**src/rtl/image_uart_tx.sv**
```systemverilog
// Image read-out over UART. Reads an H x W byte image from data memory and sends it as 8N1
// frames, one frame per byte. Each byte is fetched with one READ cycle and one WAIT cycle.
// All outputs are registered and computed from next-state values, so the serial line is
// glitch-free and reset forces it high immediately.
`timescale 1ns/1ps

module image_uart_tx #(
    parameter int unsigned CLK_FREQ = 100000000,
    parameter int unsigned BAUD     = 115200,
    parameter int unsigned ADDR_W   = 32
) (
    input  logic              clk,
    input  logic              rst,
    input  logic              i_start,
    input  logic [ADDR_W-1:0] i_base_addr,
    input  logic [7:0]        i_h,
    input  logic [7:0]        i_w,
    output logic [ADDR_W-1:0] o_mem_addr,
    output logic              o_mem_r_en,
    input  logic [7:0]        i_mem_data,
    output logic              o_tx,
    output logic              o_busy,
    output logic              o_done
);

    localparam int unsigned CLKS_PER_BIT = CLK_FREQ / BAUD;
    localparam int unsigned CNT_W        = (CLKS_PER_BIT > 1) ? $clog2(CLKS_PER_BIT) : 1;
    localparam logic [CNT_W-1:0] BAUD_LAST = CNT_W'(CLKS_PER_BIT - 1);

    if (CLKS_PER_BIT < 2) begin : g_bad_baud
        $error("image_uart_tx: CLK_FREQ/BAUD must be at least 2");
    end

    typedef enum logic [2:0] {
        StIdle,
        StRead,
        StWait,
        StStart,
        StData,
        StStop,
        StDone
    } state_e;

    state_e            state_q, state_d;
    logic [ADDR_W-1:0] base_q, base_d;
    logic [15:0]       total_q, total_d;
    logic [15:0]       idx_q, idx_d;
    logic [CNT_W-1:0]  baud_q, baud_d;
    logic [2:0]        bit_q, bit_d;
    logic [7:0]        shift_q, shift_d;
    logic [ADDR_W-1:0] addr_q, addr_d;
    logic              ren_q, ren_d;
    logic              tx_q, tx_d;
    logic              busy_q, busy_d;
    logic              done_q, done_d;

    logic [15:0]       start_total;
    logic              baud_last;

    assign start_total = 16'(i_h) * 16'(i_w);
    assign baud_last   = (baud_q == BAUD_LAST);

    // Sequencing: fetch, serialise and advance through the image; baud counter clears on
    // every state change and at each bit boundary.
    always_comb begin
        state_d = state_q;
        base_d  = base_q;
        total_d = total_q;
        idx_d   = idx_q;
        baud_d  = '0;
        bit_d   = bit_q;
        shift_d = shift_q;

        unique case (state_q)
            StIdle: begin
                if (i_start) begin
                    base_d  = i_base_addr;
                    total_d = start_total;
                    idx_d   = '0;
                    state_d = (start_total == 16'd0) ? StDone : StRead;
                end
            end
            StRead: begin
                state_d = StWait;
            end
            StWait: begin
                shift_d = i_mem_data;
                state_d = StStart;
            end
            StStart: begin
                if (baud_last) begin
                    bit_d   = '0;
                    state_d = StData;
                end else begin
                    baud_d = baud_q + CNT_W'(1);
                end
            end
            StData: begin
                if (baud_last) begin
                    shift_d = {1'b0, shift_q[7:1]};
                    if (bit_q == 3'd7) begin
                        state_d = StStop;
                    end else begin
                        bit_d = bit_q + 3'd1;
                    end
                end else begin
                    baud_d = baud_q + CNT_W'(1);
                end
            end
            StStop: begin
                if (baud_last) begin
                    if (idx_q == total_q - 16'd1) begin
                        state_d = StDone;
                    end else begin
                        idx_d   = idx_q + 16'd1;
                        state_d = StRead;
                    end
                end else begin
                    baud_d = baud_q + CNT_W'(1);
                end
            end
            StDone: begin
                state_d = StIdle;
            end
            default: begin
                state_d = StIdle;
            end
        endcase
    end

    // Output next-state: derived from the upcoming state so outputs align with it.
    always_comb begin
        tx_d   = 1'b1;
        ren_d  = 1'b0;
        addr_d = addr_q;
        busy_d = 1'b0;
        done_d = 1'b0;

        unique case (state_d)
            StStart: tx_d = 1'b0;
            StData:  tx_d = shift_d[0];
            default: tx_d = 1'b1;
        endcase

        if (state_d == StRead) begin
            ren_d  = 1'b1;
            // Base plus index wraps naturally at the address width.
            addr_d = base_d + ADDR_W'(idx_d);
        end

        busy_d = (state_d == StRead) || (state_d == StWait) || (state_d == StStart) ||
                 (state_d == StData) || (state_d == StStop);
        done_d = (state_d == StDone);
    end

    // State and output registers with asynchronous reset.
    always_ff @(posedge clk or posedge rst) begin
        if (rst) begin
            state_q <= StIdle;
            base_q  <= '0;
            total_q <= '0;
            idx_q   <= '0;
            baud_q  <= '0;
            bit_q   <= '0;
            shift_q <= '0;
            addr_q  <= '0;
            ren_q   <= 1'b0;
            tx_q    <= 1'b1;
            busy_q  <= 1'b0;
            done_q  <= 1'b0;
        end else begin
            state_q <= state_d;
            base_q  <= base_d;
            total_q <= total_d;
            idx_q   <= idx_d;
            baud_q  <= baud_d;
            bit_q   <= bit_d;
            shift_q <= shift_d;
            addr_q  <= addr_d;
            ren_q   <= ren_d;
            tx_q    <= tx_d;
            busy_q  <= busy_d;
            done_q  <= done_d;
        end
    end

    assign o_mem_addr = addr_q;
    assign o_mem_r_en = ren_q;
    assign o_tx       = tx_q;
    assign o_busy     = busy_q;
    assign o_done     = done_q;

endmodule

```
**config.mk**
```make
export PLATFORM = sky130hd
export DESIGN_NAME = image_uart_tx
export DESIGN_NICKNAME = d
export VERILOG_FILES = /design/src/rtl/image_uart_tx.sv
export SDC_FILE = /design/constraint.sdc
export NUM_CORES = 1
export LEC_CHECK = 0
export BUFFER_PORTS_ARGS = -buffer_cell sky130_fd_sc_hd__clkbuf_2
export CELL_PAD_IN_SITES_DETAIL_PLACEMENT = 1
export CELL_PAD_IN_SITES_GLOBAL_PLACEMENT = 2
export CORE_MARGIN = 2
export CORE_UTILIZATION = 25
export CTS_CLUSTER_DIAMETER = 150
export DETAILED_ROUTE_END_ITERATION = 8
export PLACE_DENSITY = 0.65
export SYNTH_ARGS = -nofsm -noshare
export SYNTH_HDL_FRONTEND = slang
export SYNTH_SLANG_ARGS = --single-unit
```
**constraint.sdc**
```tcl
create_clock -name clk -period 16.85 [get_ports clk]
set_input_delay 1.685 -clock clk [delete_from_list [all_inputs] [get_ports clk]]
set_output_delay 1.685 -clock clk [all_outputs]
set_load 0.01 [all_outputs]
```
==> impl_metrics.sql <==
INSERT INTO impl_metrics (metric_group, metric, value, unit) VALUES
('sta', 'worst-slew-pin-transition', '0.971', 'ns'),
('cells_and_area', 'most_frequent_cells_in_the_layout', 'sky130_fd_sc_hd__nand2_1, sky130_fd_sc_hd__dfrtp_1, sky130_fd_sc_hd__clkbuf_2', ''),
('critical_path', 'critical_path.cell_chain', 'clkbuf_2 -> and2_1 -> fa_1 -> fa_1 -> fa_1 -> inv_1 -> fa_1 -> inv_1 -> ha_1 -> a2111oi_0 -> a21o_1 -> mux2i_1 -> a2111oi_0 -> nor3_1 -> a21o_4 -> nand3b_4 -> mux2_4', ''),
('cells_and_area', 'layout.core_utilization', '0.297', ''),
('cells_and_area', 'insertedDiodeCount', '0', ''),
('critical_path', 'critical_path_required', '17.15', 'ns'),
('routing', 'drt-total-wl', '23600', 'microns'),
('pwr', 'swShare', '0.387', ''),
('critical_path', 'critical-path-max-stage-delay', '0.74', 'ns'),
('floorplan', 'total_number_of_placement_rows', '69', ''),
('routing', 'wire_per_inst', '15.5', 'microns'),
('pwr', 'power_frac_comb', '0.457', ''),
('place', 'placement.io_buffers', '94', ''),
('routing', 'drt_first_iter_violations', '204', ''),
('logic_synthesis', 'synth.distinct_cells', '73', ''),
('cells_and_area', 'mostFrequentLayoutCell', 'sky130_fd_sc_hd__nand2_1', ''),
('clock_tree', 'worstSkewPairLatency', '0.42', 'ns'),
('global_route', 'antenna_found_initial', '1', ''),
('critical_path', 'crit_path_end_kind', 'flop', ''),
('pwr', 'net-switching-power', '0.000638', 'W'),
('cells_and_area', 'layout_area_overhead', '16.9', '%'),
('sta', 'finalWorstPathRequiredPeriod', '7.49', 'ns'),
('sta', 'final.setup_skew', '0.00754', 'ns'),
('global_route', 'number_of_global_route_vias_before_repair', '7614', ''),
('logic_synthesis', 'avg_synthesized_cell_area', '9.46', 'sq um'),
('routing', 'drc_errors', '0', ''),
('sta', 'timing.fmax', '0.133', 'GHz'),
('clock_tree', 'cts_tree', 'yes', ''),
('clock_tree', 'clkSlewWorstSetupHoldPaths', '0.06', 'ns'),
('clock_tree', 'post_cts_sizing', '0', ''),
('pwr', 'irDropWorstVdd', '0.0818', 'mV'),
('place', 'dp_hpwl', '17900', 'microns'),
('logic_synthesis', 'synth_area', '9060', 'sq um'),
('clock_tree', 'post-cts-setup-buffer-count', '0', ''),
('sta', 'grt_setup_unrepaired', 'false', ''),
('place', 'placer_congestion', '0.766', ''),
('logic_synthesis', 'postSynth.asyncResetShare', '1.00', ''),
('cells_and_area', 'layout-drive-gt1-share', '0.169', ''),
('clock_tree', 'number_of_h_tree_levels', '4', ''),
('clock_tree', 'cts_sinks', '124', ''),
('cells_and_area', 'design_area', '10600', 'sq um'),
('logic_synthesis', 'synth-warning-count', '0', ''),
('run', 'max_cap_viol_count', '0', ''),
('floorplan', 'die_x', '194', 'microns'),
('critical_path', 'path_class', 'in2reg', ''),
('cells_and_area', 'final.fill_count', '4166', ''),
('sta', 'slew_headroom', '0.353', ''),
('sta', 'slew_viol_final', '0', ''),
('routing', 'final_antenna_net_count', '0', ''),
('critical_path', 'crit_slowest_cell', 'sky130_fd_sc_hd__a2111oi_0', ''),
('global_route', 'grt_first_pass_wirelength', '39700', 'microns'),
('logic_synthesis', 'synth_enable_flop_cells', '0', ''),
('clock_tree', 'cts_hold_buf', '0', ''),
('logic_synthesis', 'number_of_storage_elements_in_the_synthesis_netlist', '124', ''),
('floorplan', 'fp.dieH', '194', 'microns'),
('sta', 'post-route-period-util', '0.445', ''),
('cells_and_area', 'sequential_cell_area', '3100', 'sq um'),
('critical_path', 'crit_fanout', '33', ''),
('routing', 'vias_per_cell', '4.62', ''),
('sta', 'holdWs', '0.478', 'ns'),
('sta', 'hold_viol', '0', ''),
('run_status', 'outcome', 'completed', ''),
('cells_and_area', 'multiInputGateArea', '5530', 'sq um'),
('critical_path', 'critical_path_data_arrival_time', '7.79', 'ns'),
('critical_path', 'critPathMostFrequentCell', 'sky130_fd_sc_hd__fa_1', ''),
('global_route', 'total_overflow_reported_by_the_global_router', '0', ''),
('pwr', 'power_frac_clock', '0.232', ''),
('floorplan', 'start_util', '0.254', ''),
('clock_tree', 'cts-root-to-sink-buffers', '2', ''),
('pwr', 'cellPowerDensity', '155', 'nW/um^2'),
('floorplan', 'design.core.area', '35700', 'sq um');
## flip-flops by register name, indices dropped and copies added (netlist names), 3 cells and up
signal      cells
base_q         32
o_mem_addr     32
idx_q          16
total_q        16
baud_q         10
shift_q         8
bit_q           3
state_q         3
## cells by family (layout without fill, tap and decap cells)
kind of cell / Yosys count / after routing / synth area share
fa+ha+maj: 94 / 94 / 0.160
compound gates: 142 / 142 / 0.108
buf+inv: 102 / 204 / 0.0486
xor+xnor: 61 / 61 / 0.0589
simple gates: 387 / 387 / 0.212
flops: 124 / 124 / 0.342
mux: 48 / 48 / 0.0693
## layout make-up
| type | instances | share of cell area |
|---|---|---|
| Inverter | 76 | 0.0272 |
| Clock buffer | 23 | 0.0461 |
| Timing Repair Buffer | 98 | 0.0472 |
| Multi-Input combinational cell | 732 | 0.522 |
| Sequential cell | 124 | 0.293 |
| Tap cell | 461 | 0.0544 |
| Clock inverter | 7 | 0.0106 |
## synthesized netlist by cell type, types with 10 or more instances
cell type                  instances  area, sq um
sky130_fd_sc_hd__a21oi_1          27          135
sky130_fd_sc_hd__and2_1           53          332
sky130_fd_sc_hd__clkbuf_1         21         78.8
sky130_fd_sc_hd__dfrtp_1         123         3080
sky130_fd_sc_hd__fa_1             37          741
sky130_fd_sc_hd__ha_1             57          713
sky130_fd_sc_hd__inv_1            76          285
sky130_fd_sc_hd__mux2_4           28          420
sky130_fd_sc_hd__mux2i_1          14          140
sky130_fd_sc_hd__nand2_1         164          616
sky130_fd_sc_hd__nand3_1          25          125
sky130_fd_sc_hd__nor2_1           51          191
sky130_fd_sc_hd__nor2b_1          10         62.6
sky130_fd_sc_hd__nor3_1           16         80.1
sky130_fd_sc_hd__o21ai_0          30          150
sky130_fd_sc_hd__xnor2_1          41          359
sky130_fd_sc_hd__xor2_1           20          175
## power groups by stage
| stage | clock network [W] | registers [W] | logic (W) |
|---|---|---|---|
| 2_1_floorplan | 0 | 0.000502 | 0.000566 |
| 3_3_place_gp | 0 | 0.000514 | 0.000753 |
| 3_5_place_dp | 0 | 0.000515 | 0.000766 |
| 4_1_cts | 0.000394 | 0.000513 | 0.000769 |
| 5_1_grt | 0.000408 | 0.000531 | 0.000860 |
| 6_report | 0.000382 | 0.000511 | 0.000753 |
## per-layer routing
layer,share of wire,track usage
met1,0.49,0.173
met2,0.47,0.217
met3,0.025,0.0234
met4,0.0087,0.0316
met5,0.00068,0
## per-stage QoR
step	setup WS, ns	total power (W)	std cells
2_1_floorplan	9.97	0.00107	958
3_3_place_gp	8.95	0.00127	1491
3_5_place_dp	8.82	0.00128	1491
4_1_cts	9.26	0.00168	1521
5_1_grt	8.92	0.00180	1521
6_report	9.36	0.00165	1521
## final timing paths
| kind | slack, ns | startpoint | endpoint | cells past startpoint |
|---|---|---|---|---|
| max in group asynchronous | 14.07 | rst | idx_q[1] | 3 |
| hold / removal | 0.48 | shift_q[1] | shift_q[1] | 2 |
| min in group asynchronous | 1.36 | rst | shift_q[3] | 2 |
| setup / recovery | 9.36 | i_w[4] | o_mem_addr[6] | 17 |
| hold reg to reg | 0.48 | shift_q[1] | shift_q[1] | 2 |
| setup reg to reg | 10.22 | total_q[3] | o_mem_addr[31] | 18 |
## worst reg2reg max path, cell delays in order (launching register included)
cell,delay [ns]
sky130_fd_sc_hd__dfrtp_1,0.48
sky130_fd_sc_hd__or4_4,0.60
sky130_fd_sc_hd__or3_4,0.38
sky130_fd_sc_hd__or4_1,0.48
sky130_fd_sc_hd__a22oi_1,0.22
sky130_fd_sc_hd__and4_4,0.30
sky130_fd_sc_hd__nand2b_1,0.24
sky130_fd_sc_hd__or3_1,0.33
sky130_fd_sc_hd__o21ai_0,0.19
sky130_fd_sc_hd__ha_1,0.41
sky130_fd_sc_hd__nand3_1,0.09
sky130_fd_sc_hd__o211ai_1,0.44
sky130_fd_sc_hd__a31oi_1,0.24
sky130_fd_sc_hd__o31ai_1,0.56
sky130_fd_sc_hd__o21ai_0,0.35
sky130_fd_sc_hd__nor2_1,0.60
sky130_fd_sc_hd__nand4_1,0.20
sky130_fd_sc_hd__xnor2_1,0.16
sky130_fd_sc_hd__mux2_2,0.25
Power figures use the tool's default switching activity.
